$ cat config.mk
export PLATFORM = sky130hd
export DESIGN_NAME = ref_clk_training_ctrl
export DESIGN_NICKNAME = d
export VERILOG_FILES = /design/src/rtl/ref_clk_training_pkg.sv /design/src/rtl/ref_clk_word_classify.sv /design/src/rtl/ref_clk_training_ctrl.sv
export SDC_FILE = /design/constraint.sdc
export NUM_CORES = 1
export LEC_CHECK = 0
export BUFFER_PORTS_ARGS = -buffer_cell sky130_fd_sc_hd__buf_4
export CAP_MARGIN = 25
export CORE_AREA = 2 2 69 71
export CTS_CLUSTER_DIAMETER = 30
export CTS_CLUSTER_SIZE = 8
export DETAILED_ROUTE_END_ITERATION = 10
export DIE_AREA = 0 0 71 73
export GPL_ROUTABILITY_DRIVEN = 0
export SLEW_MARGIN = 25
export SYNTH_ARGS = -nofsm -noshare
export SYNTH_HDL_FRONTEND = slang
export SYNTH_SLANG_ARGS = --single-unit
$ cat constraint.sdc
create_clock -name FAB_CLK -period 2.17 [get_ports FAB_CLK]
set_input_delay 0.217 -clock FAB_CLK [delete_from_list [all_inputs] [get_ports FAB_CLK]]
set_output_delay 0.217 -clock FAB_CLK [all_outputs]
set_load 0.05 [all_outputs]
$ cat src/rtl/ref_clk_training_pkg.sv
// ref_clk_training_pkg: shared FSM states, sample classes and failure codes for reference-clock training.
package ref_clk_training_pkg;
  typedef enum logic [2:0] {S_IDLE, S_LOAD, S_CLEAR, S_SETTLE, S_SAMPLE, S_STEP, S_DONE, S_FAIL} state_e;
  typedef enum logic [1:0] {CLS_ZERO, CLS_ONE, CLS_MIXED} cls_e;
  localparam logic [1:0] FC_NONE     = 2'b00;
  localparam logic [1:0] FC_RANGE    = 2'b01;
  localparam logic [1:0] FC_NO_EDGE  = 2'b10;
  localparam logic [1:0] FC_UNSTABLE = 2'b11;
endpackage

$ cat src/rtl/ref_clk_word_classify.sv
// ref_clk_word_classify: sorts a deserialised reference-clock word into all-zero, all-one or mixed.
module ref_clk_word_classify
  import ref_clk_training_pkg::*;
(
  input  logic [7:0] word,
  output cls_e       cls
);
  always_comb cls = (word == 8'h00) ? CLS_ZERO : (word == 8'hFF) ? CLS_ONE : CLS_MIXED;
endmodule

$ cat src/rtl/ref_clk_training_ctrl.sv
// ref_clk_training_ctrl: sweeps the IOD delay one tap at a time until the sampled reference clock changes class.
module ref_clk_training_ctrl
  import ref_clk_training_pkg::*;
#(
  parameter int SETTLE_CYCLES = 8,
  parameter int MAX_TAPS      = 128
) (
  input  logic       FAB_CLK,
  input  logic       RESET,
  input  logic       START,
  output logic       BUSY,
  output logic       DONE,
  output logic       FAIL,
  output logic [1:0] FAIL_CODE,
  output logic [7:0] EDGE_TAP,
  output logic [7:0] TAP_COUNT,
  output logic       DELAY_LINE_LOAD_0,
  output logic       DELAY_LINE_MOVE_0,
  output logic       DELAY_LINE_DIRECTION_0,
  input  logic       DELAY_LINE_OUT_OF_RANGE_0,
  output logic       EYE_MONITOR_CLEAR_FLAGS_0,
  input  logic       EYE_MONITOR_EARLY_0,
  input  logic       EYE_MONITOR_LATE_0,
  output logic [1:0] EYE_FLAGS,
  input  logic [7:0] RX_DATA_0
);
  state_e     state, state_d;
  cls_e       cls, ref_cls;
  logic [7:0] settle_cnt;
  logic [1:0] code_d;
  logic       edge_hit, last_tap;

  ref_clk_word_classify u_classify (.word(RX_DATA_0), .cls(cls));

  assign edge_hit = (TAP_COUNT != 8'd0) && (cls != ref_cls);
  assign last_tap = TAP_COUNT == 8'(MAX_TAPS - 1);

  assign BUSY                      = state != S_IDLE;
  assign DONE                      = state == S_DONE;
  assign FAIL                      = state == S_FAIL;
  assign DELAY_LINE_LOAD_0         = state == S_LOAD;
  assign DELAY_LINE_MOVE_0         = state == S_STEP;
  assign EYE_MONITOR_CLEAR_FLAGS_0 = state == S_CLEAR;

  always_comb begin
    state_d = state;
    code_d  = FC_NONE;
    case (state)
      S_IDLE:   state_d = START ? S_LOAD : S_IDLE;
      S_LOAD:   state_d = S_CLEAR;
      S_CLEAR:  state_d = S_SETTLE;
      S_SETTLE: state_d = (settle_cnt == 8'(SETTLE_CYCLES - 1)) ? S_SAMPLE : S_SETTLE;
      S_SAMPLE: begin
        // out-of-range outranks an edge seen on the same tap
        code_d  = DELAY_LINE_OUT_OF_RANGE_0 ? FC_RANGE :
                  (TAP_COUNT == 8'd0 && cls == CLS_MIXED) ? FC_UNSTABLE :
                  (!edge_hit && last_tap) ? FC_NO_EDGE : FC_NONE;
        state_d = (code_d != FC_NONE) ? S_FAIL : edge_hit ? S_DONE : S_STEP;
      end
      S_STEP:   state_d = S_CLEAR;
      default:  state_d = S_IDLE;
    endcase
  end

  always_ff @(posedge FAB_CLK or posedge RESET) begin
    if (RESET) begin
      state                  <= S_IDLE;
      ref_cls                <= CLS_ZERO;
      settle_cnt             <= '0;
      TAP_COUNT              <= '0;
      EDGE_TAP               <= '0;
      FAIL_CODE              <= '0;
      EYE_FLAGS              <= '0;
      DELAY_LINE_DIRECTION_0 <= 1'b0;
    end else begin
      state                  <= state_d;
      DELAY_LINE_DIRECTION_0 <= 1'b1;
      settle_cnt             <= (state == S_SETTLE) ? settle_cnt + 8'd1 : 8'd0;
      if (state == S_IDLE && START) begin
        TAP_COUNT <= '0;
        EDGE_TAP  <= '0;
        FAIL_CODE <= '0;
        EYE_FLAGS <= '0;
      end
      if (state == S_SAMPLE && TAP_COUNT == 8'd0) ref_cls <= cls;
      if (state == S_SAMPLE && state_d == S_DONE) begin
        EDGE_TAP  <= TAP_COUNT;
        EYE_FLAGS <= {EYE_MONITOR_LATE_0, EYE_MONITOR_EARLY_0};
      end
      if (state == S_SAMPLE && code_d != FC_NONE) FAIL_CODE <= code_d;
      if (state == S_STEP && TAP_COUNT != 8'hFF) TAP_COUNT <= TAP_COUNT + 8'd1;
    end
  end
endmodule

# ---- Yosys cells after proc, flatten, opt, wreduce, memory -nomap -nowiden
# Cells that the tools add are included.
dict set report totals {
  regBits 34
  in_bits 14
  output_inout_bits 27
}
dict set report classes {
  addsub 2
  eq_ne 14
  n_mux 18
  n_reduce_logical 20
}
# operator count
set op_table {}
lappend op_table {{two-way mux 8 bit} 4}
lappend op_table {{two-way mux 2 bit} 11}
lappend op_table {{adder 8 x 1 -> 8 bit (second input constant)} 2}
lappend op_table {{zero test 8 bit} 2}
lappend op_table {{== test 3 bit (second input constant)} 5}
lappend op_table {{case mux 3 bit (5 select lines)} 1}
lappend op_table {{nonzero test 2 bit} 5}
lappend op_table {{== test 8 x 3 -> 1 bit (second input constant)} 1}
lappend op_table {{== test 8 x 7 -> 1 bit (second input constant)} 1}
lappend op_table {{== test 8 bit (second input constant)} 1}
lappend op_table {{logical AND 1 bit} 8}
lappend op_table {{!= test 8 bit (second input constant)} 1}
lappend op_table {{nonzero test 8 bit} 1}
lappend op_table {{== test 3 x 2 -> 1 bit (second input constant)} 2}
lappend op_table {{== test 3 x 1 -> 1 bit (second input constant)} 1}
lappend op_table {{zero test 3 bit} 1}
lappend op_table {{two-way mux 3 bit} 1}
lappend op_table {{nonzero test 3 bit} 1}
lappend op_table {{== test 2 bit (second input constant)} 1}
lappend op_table {{!= test 2 bit} 1}
lappend op_table {{OR reduction 2 bit} 1}
lappend op_table {{zero test 1 bit} 1}
lappend op_table {{two-way mux 1 bit} 1}

# ---- Logic depth before layout (Yosys ltp)
# Gate-level depths: netlist of run 1.
dict set report logic_depth {
  depth_word 16
  mapped_depth 8
  mapped_depth_nobuf 7
}

# ---- Modules after synthesis
# A second synthesis of run 1 with hierarchy kept.
dict set report unflattened {
  cells_unflattened 181
  area_unflattened_um2 1750.4
}
# module n_inst cells_per_inst area_per_inst_um2 seq_area_each_um2
set modules_own_cells {}
lappend modules_own_cells {ref_clk_training_ctrl 1 175 1710.4 850.8}
lappend modules_own_cells {ref_clk_word_classify 1 6 40.0 0.0}

# ---- Worst setup path before layout of run 1
# Ideal clock, no wire load.
dict set report synth_timing {
  path_kind {register -> register}
  startpoint {reg TAP_COUNT[0]}
  endpoint {reg ref_cls[0]}
  setup_time_ps 128
  arrival_time_ps 2029
  path_slack_ps 14
  path_stages_with_launch 7
  synth_period_minus_slack_ps 2156
  cell_sequence {dfrtp_1 > inv_1 > ha_1 > or4b_4 > nor4_4 > nand3_2 > mux2_1}
}
dict set report synth_between {
  elab_chain_len 2
}
# element line
set synth_rtl {}
lappend synth_rtl {{start: declaration} ref_clk_training_ctrl.sv:16} ;# output logic [7:0] TAP_COUNT,
lappend synth_rtl {{start signal: assignment} ref_clk_training_ctrl.sv:91} ;# if (state == S_STEP && TAP_COUNT != 8'hFF) TAP_COUNT <= TAP_COUNT + 8'd1;
lappend synth_rtl {{zero test 8 bit} ref_clk_training_ctrl.sv:85} ;# if (state == S_SAMPLE && TAP_COUNT == 8'd0) ref_cls <= cls;
lappend synth_rtl {{logical AND 1 bit} ref_clk_training_ctrl.sv:85}
lappend synth_rtl {{end signal: assignment} ref_clk_training_ctrl.sv:85}
lappend synth_rtl {{end: declaration} ref_clk_training_ctrl.sv:28} ;# cls_e cls, ref_cls;
# No other way between the ends.
# A chain may end at the register's enable or synchronous reset.

# ---- Final worst setup path of run 1
dict set report layout_timing {
  startpoint {reg TAP_COUNT[1]}
  endpoint {reg EDGE_TAP[2]}
}
dict set report layout_between {
  elab_chain_len 13
  word_cells_on_any_way 18
  cone_classes {2 x eq/ne; 7 x mux; 9 x reduce/logical}
}
# element line
set layout_rtl {}
lappend layout_rtl {{nonzero test 8 bit} ref_clk_training_ctrl.sv:35} ;# assign edge_hit = (TAP_COUNT != 8'd0) && (cls != ref_cls);
lappend layout_rtl {{logical AND 1 bit} ref_clk_training_ctrl.sv:35}
lappend layout_rtl {{zero test 1 bit} ref_clk_training_ctrl.sv:57} ;# (!edge_hit && last_tap) ? FC_NO_EDGE : FC_NONE;
lappend layout_rtl {{logical AND 1 bit} ref_clk_training_ctrl.sv:57}
lappend layout_rtl {{two-way mux 2 bit} ref_clk_training_ctrl.sv:57}
lappend layout_rtl {{two-way mux 2 bit} ref_clk_training_ctrl.sv:56} ;# (TAP_COUNT == 8'd0 && cls == CLS_MIXED) ? FC_UNSTABLE :
lappend layout_rtl {{two-way mux 2 bit} ref_clk_training_ctrl.sv:55} ;# code_d = DELAY_LINE_OUT_OF_RANGE_0 ? FC_RANGE :
lappend layout_rtl {{nonzero test 2 bit} ref_clk_training_ctrl.sv:58} ;# state_d = (code_d != FC_NONE) ? S_FAIL : edge_hit ? S_DONE : S_STEP;
lappend layout_rtl {{two-way mux 2 bit *} ref_clk_training_ctrl.sv:58}
lappend layout_rtl {{case mux 3 bit (5 select lines) *} ref_clk_training_ctrl.sv:48} ;# case (state)
lappend layout_rtl {{== test 3 bit *} ref_clk_training_ctrl.sv:86} ;# if (state == S_SAMPLE && state_d == S_DONE) begin
lappend layout_rtl {{logical AND 1 bit *} ref_clk_training_ctrl.sv:86}
lappend layout_rtl {{two-way mux 8 bit or nonzero test 2 bit (tied branches)} -}
lappend layout_rtl {{end signal: assignment} ref_clk_training_ctrl.sv:71} ;# EDGE_TAP <= '0;
lappend layout_rtl {{end signal: assignment} ref_clk_training_ctrl.sv:81} ;# EDGE_TAP <= '0;
lappend layout_rtl {{end signal: assignment} ref_clk_training_ctrl.sv:87} ;# EDGE_TAP <= TAP_COUNT;
lappend layout_rtl {{end: declaration} ref_clk_training_ctrl.sv:15} ;# output logic [7:0] EDGE_TAP,
# Mark *: on every way between the ends. The rest lies on a longest branch, timed or not.

==> impl_metrics.env, run 1 <==
export IMPL_status="finished, final reports clean"
export IMPL_skew_ns=0.00514
export IMPL_rsz0062_at_grt="yes"
export IMPL_period_share=0.952
export IMPL_layout_commonest_cell="buf_4"
export IMPL_hpwl_mm=2.92
export IMPL_fin_cells=289
export IMPL_worst_setup_path_type="reg2reg"
export IMPL_port_buffers=40
export IMPL_grt_overflow_total=0
export IMPL_postSynthCellCount=183
export IMPL_ys_async_sr_fraction=1.00
export IMPL_drv_slew=0
export IMPL_drtAntennaViolNets=0
export IMPL_cts_buffers=5
export IMPL_hold_slack_ns=0.0236
export IMPL_wl_per_cell_um=14.0
export IMPL_synth_seq_cells=34
export IMPL_grt_usage=0.172
export IMPL_fill_cells=450
export IMPL_vias=1445
export IMPL_finalHoldViolations=0
export IMPL_ir_worst_vdd_v=0.000498
export IMPL_worst_slew_pin_slew_ns=0.647
export IMPL_cts_buffer_depth=2
export IMPL_critical_path_cell_chain="inv_1, ha_1, or4b_4, nor4_4, nor3_1, nand3_2, mux2i_1"
export IMPL_cts_reportedPaths_clkPinSlew_ns=0.07
export IMPL_start_util=0.394
export IMPL_critical_path_max_stage_delay_ns=0.48
export IMPL_cp_max_fo=5
export IMPL_design_core_area_um2=4540
export IMPL_power_density_nw_per_um2=1410
export IMPL_end_kind="flip-flop"
export IMPL_ys_warn_count=0
export IMPL_die_h_um=73
export IMPL_fin_util=0.511
export IMPL_n_antenna_cell=0
export IMPL_synth_distinct_cells=44
export IMPL_slowest_stage="or4b_4"
export IMPL_cp_start_kind="flip-flop"
export IMPL_cts_max_level=2
export IMPL_timing_fmax_mhz=484
export IMPL_firstDrtPassIters=4
export IMPL_worstPathArrival_ns=2.28
export IMPL_drt_total_wl_mm=4.03
export IMPL_grt_pass1_vias=1478
export IMPL_power_uw=3260
export IMPL_dp_cells=279
export IMPL_grt_pass1_wl_mm=6.84
export IMPL_drt_iter0_drc=91
export IMPL_final_cell_mix="buf_4, dfrtp_1, nand2_1"
export IMPL_min_path_type="in2async"
export IMPL_setup_violations=0
export IMPL_drcViolationCount=0
export IMPL_ys_seq_area_frac=0.477
export IMPL_cts_sinks=34
export IMPL_syn2layout_area_growth_pct=29.8
export IMPL_cp_required_ns=2.38
export IMPL_num_rows=25
export IMPL_finalCriticalPeriod_ns=2.06
export IMPL_ys_flop_type="dfrtp_1"
export IMPL_synth_edf_count=0
export IMPL_path_buf_inv=1
export IMPL_ff2ff_setup_slack_ns=0.11
export IMPL_dpl_instance_area_um2=2180
export IMPL_final_area_um2=2320
export IMPL_drv_cap=0
export IMPL_die_area_um2=5180
export IMPL_fp_dieW_um=71
export IMPL_drive_gt1_frac=0.302
export IMPL_nets=251
export IMPL_io_pins=41
export IMPL_grt_antenna_before_repair=0
export IMPL_p_leak_uw=0.00119
export IMPL_grt_start_max_net_pins=35
export IMPL_cp_top_family="simple AND/OR/NAND/NOR gates"
export IMPL_syn_num_nets=200
export IMPL_syn_area_um2=1790
export IMPL_cts_tree="built"
export IMPL_slew_headroom=0.569
export IMPL_insertion_delay_ns=0.29
export IMPL_root_buffer="clkbuf_8"
export IMPL_syn_area_per_cell_um2=9.76
export IMPL_routed_via_density=5.00
-- sequential cells by signal (all words and copies together) (netlist names) --
| register | flops |
|---|---|
| EDGE_TAP | 8 |
| EYE_FLAGS | 2 |
| DELAY_LINE_DIRECTION_0 | 1 |
| settle_cnt | 8 |
| TAP_COUNT | 8 |
| ref_cls | 2 |
| state | 3 |
| FAIL_CODE | 2 |
-- synth_stat cells (all sizes together) (2+ instances only) --
cell type,instances,area share
o21ai,10,0.028
nand2,21,0.044
clkbuf,4,0.0084
nor2,18,0.042
xor2,4,0.020
nand3,10,0.034
nand4,2,0.0070
a22oi,2,0.0084
o41ai,2,0.0098
a31oi,2,0.0070
mux2,2,0.013
nor3,6,0.023
xnor2,2,0.0098
nor3b,2,0.0084
buf,2,0.0091
inv,16,0.034
ha,3,0.021
and3,6,0.022
or4,3,0.015
nand3b,3,0.013
mux2i,10,0.056
dfrtp,34,0.48
a21oi,4,0.011
or4b,2,0.015
-- worst reg2reg max path, delay by kind of cell (launching register included) --
| family | cells | cell delay (ns) |
|---|---|---|
| multiplexers | 1 | 0.20 |
| adder cells (fa/ha/maj) | 1 | 0.14 |
| AND/OR/NAND/NOR | 4 | 1.13 |
| flip-flops | 1 | 0.43 |
| buffers and inverters | 1 | 0.10 |
-- metal layers --
layer | GRT usage | share of wire
met1 | 0.207 | 0.45
met2 | 0.287 | 0.49
met3 | 0.0497 | 0.038
met4 | 0.0755 | 0.018
met5 | 0 | 0
-- kinds of logic (layout without fill, tap and decap cells) --
family          after synthesis  count (layout)  synth area share
compound gates               27              27             0.101
other cells                   1               1           0.00210
fa+ha+maj                     3               3            0.0210
simple gates                 78              79             0.250
mux                          12              12            0.0687
flops                        34              34             0.477
buf+inv                      22              73            0.0512
xor+xnor                      6               6            0.0294
-- power breakdown --
part,internal (µW),switching (µW),leakage (µW)
clock network,320,224,0.0000575
logic,527,1120,0.000724
registers,859,210,0.000406
total,1710,1550,0.00119
-- final cells by class --
type                            instances  area, µm²  share of cell area
Sequential cell                        34        851               0.367
Clock buffer                            8        110              0.0475
Tap cell                               54       67.6              0.0292
Timing Repair Buffer                   49        368               0.159
Multi-Input combinational cell        128        861               0.371
Inverter                               16       60.1              0.0259
-- through the flow --
step	setup slack, ns	TNS, ns
6_report	0.105	0
4_1_cts	0.0526	0
2_1_floorplan	0.0135	0
5_1_grt	-0.0332	-0.224
3_3_place_gp	0.161	0
3_5_place_dp	0.0768	0
-- path summary, 6_finish.rpt --
check	start	to	depth (start not counted)
min reg2reg	settle_cnt[0]$_DFF_PP0_	settle_cnt[0]$_DFF_PP0_	1
min in group FAB_CLK	EYE_MONITOR_LATE_0	EYE_FLAGS[1]$_DFFE_PP0P_	3
max	TAP_COUNT[1]$_DFFE_PP0P_	EDGE_TAP[2]$_DFFE_PP0P_	7
min	RESET	state[1]$_DFF_PP0_	3
max reg2reg	TAP_COUNT[1]$_DFFE_PP0P_	EDGE_TAP[2]$_DFFE_PP0P_	7
max in group asynchronous	RESET	EDGE_TAP[4]$_DFFE_PP0P_	3
-- repair_timing --
item	CTS	global route
endpoints found under the setup margin	0	13
buffers inserted	0	1
resized for setup	0	1
hold buffers	0	0
(Power assumes the default switching activity.)
==> run 2, diff against run 1 <==
Settings changed: PLACE_DENSITY set to 0.67, SETUP_SLACK_MARGIN set to 0.4.
Clock period 2.17 ns to 1.8 ns, I/O delays scaled along.
==> run 2 against run 1 <==
  * The run now ends with negative hold slack, negative setup slack left
  * Critical path depth up 1
  * Register-to-register slack worse by 0.24 ns
  * Fmax up 6.8%
  * Clock skew up 0.0014 ns
  * Clock-buffer cell count down 2
  * Core utilization up 10 points
  * Final area up 20%
  * Worst setup slack worse by 0.24 ns
==> impl_metrics.env, run 2 (same netlist as run 1, synthesis figures left out) <==
export IMPL_status="finished, violations left"
export IMPL_violations="negative hold slack, negative setup slack"
export IMPL_worstPathArrival_ns=2.14
export IMPL_grt_overflow_total=0
export IMPL_syn2layout_area_growth_pct=56.1
export IMPL_hpwl_mm=2.87
export IMPL_routed_via_density=5.24
export IMPL_grt_pass1_vias=1522
export IMPL_dp_slack_ns=-0.129
export IMPL_cp_start_kind="flip-flop"
export IMPL_root_buffer="clkbuf_8"
export IMPL_grt_start_max_net_pins=35
export IMPL_drt_total_wl_mm=4.68
export IMPL_grt_pass1_wl_mm=7.02
export IMPL_fp_dieW_um=71
export IMPL_grt_util_met3=0.0442
export IMPL_drcViolationCount=0
export IMPL_hold_slack_ns=-0.00972
export IMPL_io_pins=41
export IMPL_p_sw_frac=0.476
export IMPL_design_core_area_um2=4540
export IMPL_layout_commonest_cell="buf_4"
export IMPL_ctsHoldBuffers=0
export IMPL_cts_reportedPaths_clkPinSlew_ns=0.07
export IMPL_setup_violations=18
export IMPL_fin_util=0.615
export IMPL_clock_power_share=0.132
export IMPL_start_util=0.394
export IMPL_cts_buffers=5
export IMPL_ir_worst_vdd_v=0.000639
export IMPL_reg_largest_list="EDGE_TAP x8, TAP_COUNT x8, settle_cnt x8"
export IMPL_nets=278
export IMPL_min_path_type="in2async"
export IMPL_cp_max_fo=10
export IMPL_n_antenna_cell=0
export IMPL_insertion_delay_ns=0.29
export IMPL_timing_fmax_mhz=517
export IMPL_busiest_layer="met2"
export IMPL_period_share=1.07
export IMPL_wl_per_cell_um=14.8
export IMPL_end_kind="flip-flop"
export IMPL_skew_ns=0.00657
export IMPL_cts_sinks=34
export IMPL_rsz0062_at_grt="yes"
export IMPL_cp_required_ns=2.01
export IMPL_num_rows=25
export IMPL_rr_startpoint="TAP_COUNT[0]$_DFFE_PP0P_"
export IMPL_p_switching_uw=2160
export IMPL_vias=1657
export IMPL_finalCriticalPeriod_ns=1.93
export IMPL_drt_iter0_drc=74
export IMPL_die_h_um=73
export IMPL_cts_buffer_depth=2
export IMPL_pwr_share_comb=0.584
export IMPL_die_area_um2=5180
export IMPL_firstDrtPassIters=4
export IMPL_reg2reg_to="EDGE_TAP[0]$_DFFE_PP0P_"
export IMPL_reg2reg_depth=8
export IMPL_cts_tree="built"
export IMPL_drv_cap=0
export IMPL_seqPwrFrac=0.284
export IMPL_cts_max_level=2
export IMPL_setup_tns_ns=-1.52
export IMPL_ff2ff_setup_slack_ns=-0.13
export IMPL_drtAntennaViolNets=0
export IMPL_port_buffers=40
export IMPL_drive_gt1_frac=0.500
export IMPL_power_density_nw_per_um2=1630
export IMPL_fin_ws_ns=-0.134
export IMPL_worst_setup_path_type="reg2reg"
export IMPL_finalHoldViolations=26
export IMPL_use_met2=0.287
export IMPL_drv_slew=0
export IMPL_grt_antenna_before_repair=0
export IMPL_grt_usage=0.177
export IMPL_use_met1=0.229
export IMPL_intPower_uw=2370
export IMPL_p_leak_uw=0.00135
export IMPL_final_cell_mix="buf_4, dfrtp_1, nand2_1"
## run 2: cell count changes in the layout (fill, tap and decap cells not counted), sizes merged
cell,before,now
inv,16,15
clkinvlp,0,2
clkinv,0,1
nand3,11,10
buf,49,77
clkbuf,8,6
## run 2: timing repair
item                                    CTS  global route
endpoints found under the setup margin   30            32
pin swaps                                15            11
gates resized for setup                  48            15
buffers inserted                          9            10
## run 2: how the worst max path moves through the flow
stage | start | endpoint | cells past startpoint | slack [ns]
floorplan | TAP_COUNT[0]$_DFFE_PP0P_ | ref_cls[0]$_DFFE_PP0P_ | 6 | -0.23
finish | TAP_COUNT[0]$_DFFE_PP0P_ | EDGE_TAP[0]$_DFFE_PP0P_ | 8 | -0.13
detailed placement | TAP_COUNT[0]$_DFFE_PP0P_ | EDGE_TAP[1]$_DFFE_PP0P_ | 8 | -0.13
CTS | TAP_COUNT[0]$_DFFE_PP0P_ | EDGE_TAP[0]$_DFFE_PP0P_ | 8 | -0.14
global placement | TAP_COUNT[0]$_DFFE_PP0P_ | ref_cls[0]$_DFFE_PP0P_ | 6 | -0.08
global route | TAP_COUNT[0]$_DFFE_PP0P_ | FAIL_CODE[0]$_DFFE_PP0P_ | 7 | -0.24
## run 2: through the flow
stage	cell area [µm²]	cells	total power (µW)	hold slack, ns
final	2790	316	4530	-0.00972
after global routing	2790	316	4780	0.0277
after CTS	2650	306	4330	0.00424
after detailed placement	2310	289	3420	0.314
after global placement	2310	289	3400	0.307
after floorplan	1850	183	2740	0.307
## run 2: per-layer routing
metal,vias up,part of all wire
met4,0,0.012
met2,41,0.51
met1,813,0.43
met5,-,0
li1,798,-
met3,5,0.046
## run 2: area by class of cell
cell class	count	area, µm²
clock buffer	6	82.6
clock inverter	2	12.5
fill	351	1750
inverter	16	68.8
multi-input combinational	127	1030
sequential	34	861
tap	54	67.6
timing repair buffer	77	669
## run 2: power by group through the flow
| stage | combinational (µW) | sequential, µW | clock [µW] |
|---|---|---|---|
| after global placement | 2130 | 1280 | 0 |
| after detailed placement | 2140 | 1280 | 0 |
| after floorplan | 757 | 1980 | 0 |
| after global routing | 2800 | 1330 | 651 |
| final | 2650 | 1290 | 598 |
| after CTS | 2430 | 1290 | 610 |
## run 2: worst max-delay path, cell delays in order, from the launching register on
cell and delay, ns:
dfrtp_2 0.41, inv_2 0.05, ha_1 0.13, or4b_4 0.46, nor4_4 0.23, nor3_1 0.10
nand3_2 0.11, buf_12 0.15, mux2i_1 0.20
